===== src/rtl/mem_access_ctrl.sv =====
// -----------------------------------------------------------------------------
// mem_access_ctrl
//
// Front end for a 256x8 synchronous SRAM with a one-cycle registered read.
// Takes single load/store requests over a valid/ready handshake and returns
// load data over a valid/ready response channel. After reset it can sweep
// every SRAM location to CLEAR_VALUE before it accepts any request.
//
// Ports:
//   clk        system clock, rising edge
//   rst        synchronous reset, active low
//   req_valid  request present (held stable until accepted)
//   req_ready  request accepted on this edge if req_valid; high only in IDLE
//   req_we     1 = store, 0 = load
//   req_addr   target address
//   req_wdata  store data
//   rsp_valid  load data available
//   rsp_ready  consumer takes the response
//   rsp_rdata  load data (kept after the handshake; qualified by rsp_valid)
//   busy       high while the clear sweep runs
//   mem_we     SRAM write enable
//   mem_addr   SRAM address
//   mem_wdata  SRAM write data
//   mem_rdata  SRAM read data
// -----------------------------------------------------------------------------
module mem_access_ctrl #(
  parameter bit         CLEAR_ON_RESET = 1'b1,
  parameter logic [7:0] CLEAR_VALUE    = 8'h00
) (
  input  logic       clk,
  input  logic       rst,
  input  logic       req_valid,
  output logic       req_ready,
  input  logic       req_we,
  input  logic [7:0] req_addr,
  input  logic [7:0] req_wdata,
  output logic       rsp_valid,
  input  logic       rsp_ready,
  output logic [7:0] rsp_rdata,
  output logic       busy,
  output logic       mem_we,
  output logic [7:0] mem_addr,
  output logic [7:0] mem_wdata,
  input  logic [7:0] mem_rdata
);

  typedef enum logic [2:0] {
    CLEAR    = 3'd0,
    IDLE     = 3'd1,
    WRITE    = 3'd2,
    RD_ISSUE = 3'd3,
    RD_DATA  = 3'd4,
    RD_WAIT  = 3'd5,
    RESP     = 3'd6
  } state_t;

  state_t     state;
  logic [7:0] clr_cnt;
  // Set on the edge that registers address 255; the sweep then ends on the
  // following edge instead of letting the 8-bit counter run past 255.
  logic       clr_done;

  assign req_ready = (state == IDLE);

  // NOTE: every register here is assigned with <= so all state updates see
  // the values from before the edge, matching the flip-flop behaviour.
  always_ff @(posedge clk) begin
    if (!rst) begin
      state     <= CLEAR_ON_RESET ? CLEAR : IDLE;
      clr_cnt   <= 8'h00;
      clr_done  <= 1'b0;
      mem_we    <= 1'b0;
      mem_addr  <= 8'h00;
      mem_wdata <= 8'h00;
      rsp_valid <= 1'b0;
      rsp_rdata <= 8'h00;
      busy      <= CLEAR_ON_RESET;
    end else begin
      case (state)
        CLEAR: begin
          if (clr_done) begin
            mem_we   <= 1'b0;
            busy     <= 1'b0;
            clr_done <= 1'b0;
            state    <= IDLE;
          end else begin
            mem_we    <= 1'b1;
            mem_addr  <= clr_cnt;
            mem_wdata <= CLEAR_VALUE;
            clr_cnt   <= clr_cnt + 8'd1;
            if (clr_cnt == 8'hFF) clr_done <= 1'b1;
          end
        end

        IDLE: begin
          if (req_valid) begin
            mem_addr <= req_addr;
            if (req_we) begin
              mem_we    <= 1'b1;
              mem_wdata <= req_wdata;
              state     <= WRITE;
            end else begin
              mem_we <= 1'b0;
              state  <= RD_ISSUE;
            end
          end else begin
            mem_we <= 1'b0;
          end
        end

        // SRAM samples the write on this edge; one store per two cycles.
        WRITE: begin
          mem_we <= 1'b0;
          state  <= IDLE;
        end

        // SRAM registers the read address on this edge.
        RD_ISSUE: state <= RD_DATA;

        // SRAM output has settled; one more edge gives the three-edge load
        // latency from accept to rsp_valid.
        RD_DATA: state <= RD_WAIT;

        RD_WAIT: begin
          rsp_rdata <= mem_rdata;
          rsp_valid <= 1'b1;
          state     <= RESP;
        end

        RESP: begin
          if (rsp_ready) begin
            rsp_valid <= 1'b0;
            state     <= IDLE;
          end
        end

        // NOTE: the spare encoding recovers to IDLE with the write strobe
        // forced low, so a corrupted state can never write the SRAM.
        default: begin
          mem_we <= 1'b0;
          state  <= IDLE;
        end
      endcase
    end
  end

endmodule


===== config.mk =====
export PLATFORM = sky130hd
export DESIGN_NAME = mem_access_ctrl
export DESIGN_NICKNAME = d
export VERILOG_FILES = /design/src/rtl/mem_access_ctrl.sv
export SDC_FILE = /design/constraint.sdc
export NUM_CORES = 1
export LEC_CHECK = 0
export BUFFER_PORTS_ARGS = -buffer_cell sky130_fd_sc_hd__buf_2
export CAP_MARGIN = 20
export CORE_AREA = 2 2 61 63
export DETAILED_ROUTE_END_ITERATION = 12
export DIE_AREA = 0 0 63 65
export PLACE_DENSITY_LB_ADDON = 0.3
export SLEW_MARGIN = 20
export SYNTH_ARGS = -nofsm -noshare
export SYNTH_HDL_FRONTEND = slang
export SYNTH_SLANG_ARGS = --single-unit

===== constraint.sdc =====
create_clock -name clk -period 3.65 [get_ports clk]
set_clock_uncertainty 0.2 [all_clocks]
set_input_delay 0.73 -clock clk [delete_from_list [all_inputs] [get_ports clk]]
set_output_delay 0.73 -clock clk [all_outputs]
set_load 0.01 [all_outputs]

; Word level (Yosys, flattened, before mapping)
; Index checks and enable logic that the tools add are counted.
[totals]
out_inout_bits = 28
regBits = 39
inputBits = 29
latch_bits = 0
memories = 0
romBits = 0
mem_bits_rw = 0
[op_classes]
div_mod_pow = 0
bitwise = 1
reduce_logical = 10
n_eq_ne = 11
n_shift = 0
n_lt_le_gt_ge = 0
mul = 0
n_addsub = 1
muxes = 20
[ops]
columns = cell, count
row1 = $mux 8, 5
row2 = $pmux 8 s2, 2
row3 = $pmux 3 s6, 1
row4 = $eq 3x3->1 const B, 3
row5 = $mux 3, 3
row6 = $add 8x1->8 const B, 1
row7 = $eq 8x8->1 const B, 1
row8 = $ne 2x2->1 const B, 4
row9 = $mux 1, 7
row10 = $reduce_and 2->1, 3
row11 = $reduce_and 3->1, 2
row12 = $reduce_and 4->1, 1
row13 = $reduce_bool 2->1, 2
row14 = $reduce_or 4->1, 1
row15 = $eq 3x1->1 const B, 1
row16 = $eq 3x2->1 const B, 1
row17 = $logic_not 3->1, 1
row18 = $pmux 1 s3, 1
row19 = $ne 2x1->1 const B, 1
row20 = $pmux 1 s2, 1
row21 = $not 1->1, 1

; Depth between registers and ports, before layout
; Gate-level depths: netlist (run 1).
[depth]
ltp_word = 3
depth_mapped = 6

; Worst setup path after synthesis (run 1)
; No wires, ideal clock.
[synth_timing]
path_kind = reg2out
start = register state[1]
end = output req_ready
path_stages_with_launch = 5
arrival_time_ns = 1.200
required_time_ns = 2.720
setup_slack_ns = 1.520
path_cell_list = dfxtp_1 -> clkbuf_1 -> nor3b_1 -> buf_2 -> clkbuf_1
[synth_via]
elab_chain_len = 1
[synth_rtl]
columns = element, line
row1 = "start, declared", 57  ; state_t state;
row2 = "start signal, assigned", 69  ; state <= CLEAR_ON_RESET ? CLEAR : IDLE;
row3 = $eq 3x1->1, 63  ; assign req_ready = (state == IDLE);
row4 = "end, declared", 33  ; output logic req_ready,
; Every way passes these cells.

; Worst setup path after layout (run 1)
[layout_timing]
start = register state[0]
end = output req_ready
; The elaborated chain is that of the path after synthesis.

==> impl_metrics.ini, run 1 <==
[cells_and_area]
layout-drive-gt1-share = 0.291
mostFrequentLayoutCell = buf_2
mostFrequentLayoutCells = buf_2, dfxtp_1, nand3_1
post-route-util = 0.586
num_antenna_cells = 0
layout.nets = 273
area_growth_pct = 21.7

[clock_tree]
htree_levels = 2
cts.sinks = 39
clockRootBuffer = clkbuf_4
clk_pin_slew_worst_paths_ps = 130
post_cts_resized = 0
cts_buffers = 5
postCtsHoldBufs = 0
clk_latency_ps = 350
postCtsSetupRepairBufs = 0
clk_path_buf_depth = 2
cts_tree = yes

[routing]
routedWlPerCell_um = 11.7
viasPerCell = 5.12
drt_iter0_drc = 53
drc = 0
first_pass_iters = 4
detail-route-antenna-nets = 0
via_count = 1496
drt_wl_total_um = 3410

[global_routing]
grt_usage = 0.179
grt_first_pass_wirelength_um = 5840
gr-total-overflow = 0
grt_pass1_vias = 1398
grt_max_degree = 48
antenna_found_initial = 0

[floorplanning]
pin_count = 57
die_x_um = 63
fp.dieArea_sq_um = 4100
coreArea_sq_um = 3500
num_rows = 22
die_h_um = 65
initial_core_util = 0.481

[synthesis]
synth_enable_flop_cells = 0
synth_fp_nets = 224
synthCells = 194
synth_seq_cells = 39
yosys_warnings = 0
ys_top_cells_by_area = dfxtp_1, nand3_1, o21ai_0, nand2_1, a21boi_0
async_flop_share = 0
synth_flop_cell = dfxtp_1
ys_types = 34
synth_top_area_frac = 0.464
yosysSeqAreaShare = 0.464
syn_area_sq_um = 1680
yosysTopAreaCell = dfxtp_1
syn_avg_cell_area_sq_um = 8.67

[worst_setup_path]
critPathCaptureType = output pin
crit_required_ps = 2720
critPathArrivalTime_ps = 1620
setup.worst_path.class = flip-flop to output pin
crit_path_start_kind = flip-flop
cp_max_fo = 23

[timing]
period_needed_ps = 2550
max_slew_margin = 0.372
tns_ps = 0
slew_viol_final = 0
fin_crit_sh = 0.699
rsz0062_at_grt = false
worst_pin_slew_ps = 941
finalHoldWorstSlack_ps = 268
max_freq_mhz = 392
finalWorstSetupSlack_ps = 1100
final_hold_viol_count = 0
setup_viol = 0

[outcome]
outcome = finished, final reports clean

[place]
dp_slack_ps = 1340
place.port_buffers = 56
gp_congestion = 0.764
hpwlAfterDp_um = 2400

[power]
power.density_nw_per_um2 = 671
ir_worst_vdd_mv = 0.312
power_leakage_nw = 0.844

[worst_hold_path]
min_path_type = flip-flop to flip-flop

[run]
cap_violations = 0
-- per-stage QoR --
stage	cells	cell area [sq um]	total power [W]
6_report	292	2050	0.00137
5_1_grt	292	2050	0.00148
4_1_cts	292	2050	0.00139
3_5_place_dp	284	1960	0.00108
3_3_place_gp	284	1960	0.00108
2_1_floorplan	194	1680	0.000995
-- worst paths after layout --
kind	startpoint	depth (start not counted)	end	slack, ps
worst max-delay path	state[0]	2	req_ready	1100
worst min-delay path	busy	2	busy	270
worst max register to register	state[0]	4	mem_addr[5]	1310
worst min register to register	busy	2	busy	270
-- registers in the layout, indices dropped and copies added (netlist names) --
name       flops
state          3
mem_wdata      8
mem_we         1
rsp_rdata      8
mem_addr       8
clr_done       1
clr_cnt        8
rsp_valid      1
busy           1
-- final cells by class --
cell class	instances	area, sq um
Clock inverter	2	35.0
Timing Repair Buffer	57	288
Fill cell	344	1450
Clock buffer	6	51.3
Inverter	2	7.51
Tap cell	48	60.1
Multi-Input combinational cell	138	825
Sequential cell	39	781
-- worst max-delay path: stages (launching register included) --
cell,delay [ps]
dfxtp_1,790
nor3b_2,300
buf_2,170
-- per-layer routing --
| layer | vias up | routed length, um | global-route usage |
|---|---|---|---|
| li1 | 782 | - | - |
| met1 | 683 | 1530 | 0.206 |
| met2 | 25 | 1650 | 0.311 |
| met3 | 6 | 167 | 0.0521 |
| met4 | 0 | 56 | 0.0722 |
| met5 | - | 0 | 0 |
-- report_power, final --
group	leakage (nW)	switching, W	internal (W)
Clock	0.0482	0.000141	0.000162
Sequential	0.317	0.0000779	0.000497
Combinational	0.479	0.000295	0.000200
Total	0.844	0.000514	0.000859
-- cell families (layout without fill, tap and decap cells) --
group,count (synthesis),after routing,share of synthesized area
AO/OA/AOI/OAI,51,51,0.184
multiplexers,7,7,0.0417
XOR/XNOR,7,7,0.0365
buffers and inverters,17,67,0.0484
AND/OR/NAND/NOR,72,72,0.218
adder cells (fa/ha/maj),1,1,0.00744
flip-flops,39,39,0.464
-- cell usage after synthesis, types with 2 or more instances --
| cell | count |
|---|---|
| o211ai_1 | 2 |
| o21ai_0 | 19 |
| nor2_1 | 3 |
| clkbuf_1 | 11 |
| inv_1 | 2 |
| nor2b_1 | 2 |
| a21boi_1 | 2 |
| xnor2_1 | 5 |
| nor3_1 | 2 |
| buf_2 | 2 |
| nand3_1 | 28 |
| buf_6 | 2 |
| xor2_1 | 2 |
| and2_1 | 6 |
| mux2i_1 | 7 |
| dfxtp_1 | 39 |
| or2_2 | 2 |
| a21boi_0 | 10 |
| nand2_1 | 21 |
| a21oi_1 | 13 |
No activity file was read; power rests on OpenSTA's default activity.
==> run 2: changes to the inputs <==
--- a/config.mk
+++ b/config.mk
@@ -7,9 +7,9 @@
 export LEC_CHECK = 0
 export BUFFER_PORTS_ARGS = -buffer_cell sky130_fd_sc_hd__buf_2
 export CAP_MARGIN = 20
-export CORE_AREA = 2 2 61 63
+export CORE_AREA = 2 2 62 64
 export DETAILED_ROUTE_END_ITERATION = 12
-export DIE_AREA = 0 0 63 65
+export DIE_AREA = 0 0 64 66
 export PLACE_DENSITY_LB_ADDON = 0.3
 export SLEW_MARGIN = 20
 export SYNTH_ARGS = -nofsm -noshare
==> constraint.sdc (replaced) <==
create_clock -name clk -period 2.53 [get_ports clk]
set_clock_uncertainty 0.2 [all_clocks]
set_input_delay 0.506 -clock clk [delete_from_list [all_inputs] [get_ports clk]]
set_output_delay 0.506 -clock clk [all_outputs]
set_load 0.01 [all_outputs]
==> run 2 against run 1 <==
Worst setup slack got worse by 740 ps. Largest cell class unchanged. Wire length rose by 0.88%. Highest routed layer unchanged. Core utilization fell by 0.56 points. Critical endpoint unchanged. Sequential share of layout area fell by 0.23 points. Clock-buffer cell count rose by 2. Final area rose by 0.61%. Critical path depth rose by 2. Sequential cell count did not move.
==> impl_metrics.ini, run 2 (synthesized netlist as in run 1, its figures left out) <==
[outcome]
outcome = finished, final reports clean

[cells_and_area]
num_antenna_cells = 0
filler_cell_count = 352
layout.nets = 277
layout-drive-gt1-share = 0.298
mostFrequentLayoutCell = buf_2
area_growth_pct = 22.5
mostFrequentLayoutCells = buf_2, dfxtp_1, nand3_1

[timing]
final_hold_viol_count = 0
fin_crit_sh = 0.857
worst_pin_slew_ps = 681
setup_viol = 0
max_slew_margin = 0.546
rsz0062_at_grt = false
finalWorstSetupSlack_ps = 361
period_needed_ps = 2170
slew_viol_final = 0
max_freq_mhz = 461
tns_ps = 0

[worst_setup_path]
setup.worst_path.class = flip-flop to output pin
critPathCaptureType = output pin
cp_max_fo = 22
cp-startpoint = state[0]
crit_required_ps = 1820
critPathArrivalTime_ps = 1460
rr_startpoint = state[2]
crit_path_start_kind = flip-flop
r2r_cells = 3

[floorplanning]
num_rows = 22
initial_core_util = 0.474
coreArea_sq_um = 3550
fp.dieArea_sq_um = 4220
pin_count = 57
die_x_um = 64
die_h_um = 66

[clock_tree]
cts.sinks = 39
htree_levels = 2
post_cts_resized = 0
cts_buffers = 5
cts_tree = yes
postCtsHoldBufs = 0
clk_path_buf_depth = 2
clk_pin_slew_worst_paths_ps = 110
postCtsSetupRepairBufs = 0
clk_latency_ps = 330
clockRootBuffer = clkbuf_4

[run]
cap_violations = 0

[routing]
detail-route-antenna-nets = 0
via_count = 1498
viasPerCell = 5.06
drc = 0
first_pass_iters = 4
routedWlPerCell_um = 11.6
drt_wl_total_um = 3440
drt_iter0_drc = 74

[global_routing]
grt_pass1_vias = 1283
gr-total-overflow = 0
antenna_found_initial = 0
grt_max_degree = 48
grt_usage = 0.173
grt_first_pass_wirelength_um = 5720

[place]
gp_congestion = 0.723
place.port_buffers = 56
dp_slack_ps = 606
hpwlAfterDp_um = 2440

[worst_hold_path]
min_path_type = primary input to flip-flop
whs_path_depth = 3
min-delay-start = req_wdata[1]

[power]
power.density_nw_per_um2 = 950
power_leakage_nw = 0.855
ir_worst_vdd_mv = 0.431
run 2: cell types whose count changed in the layout (fill, tap and decap cells not counted), sizes merged:
| cell | change |
|---|---|
| clkbuf | +2 |
| clkinv | -1 |
| buf | +4 |
| bufinv | -1 |
run 2: area by class of cell:
type | instances | area (sq um) | area share
multi-input cells | 138 | 825 | 0.400
flip-flops and latches | 39 | 781 | 0.379
repair buffers | 61 | 318 | 0.154
clock buffers | 8 | 68.8 | 0.0334
well taps | 48 | 60.1 | 0.0292
inverters | 2 | 7.51 | 0.00365
run 2: power by group:
part / switching, W / internal (W)
Sequential: 0.0000939 / 0.000717
Clock: 0.000189 / 0.000164
Combinational: 0.000464 / 0.000330
run 2: per-layer routing:
| metal | part of all wire | vias up | global-route usage |
|---|---|---|---|
| li1 | - | 786 | - |
| met2 | 0.44 | 38 | 0.266 |
| met3 | 0.060 | 6 | 0.0511 |
| met1 | 0.48 | 668 | 0.225 |
| met4 | 0.015 | 0 | 0.0734 |
| met5 | 0 | - | 0 |
run 2: worst paths after layout:
kind | end | slack [ps]
max reg2reg | clr_done | 570
min | mem_wdata[1] | 210
max | req_ready | 360
min reg2reg | rsp_rdata[3] | 270
run 2: metrics by stage:
stage	cells	util	hold slack [ps]	power [W]	area (sq um)
floorplan	194	-	273	0.00144	1680
detailed placement	288	0.561	257	0.00162	1990
global route	296	0.580	197	0.00212	2060
global placement	288	0.561	243	0.00161	1990
finish	296	0.580	209	0.00196	2060
CTS	296	0.580	195	0.00198	2060
run 2: worst max-delay path, stage by stage (launching register included):
cell and delay [ps]:
dfxtp_1 360, buf_4 240, nor3b_2 190, buf_4 190, buf_2 140
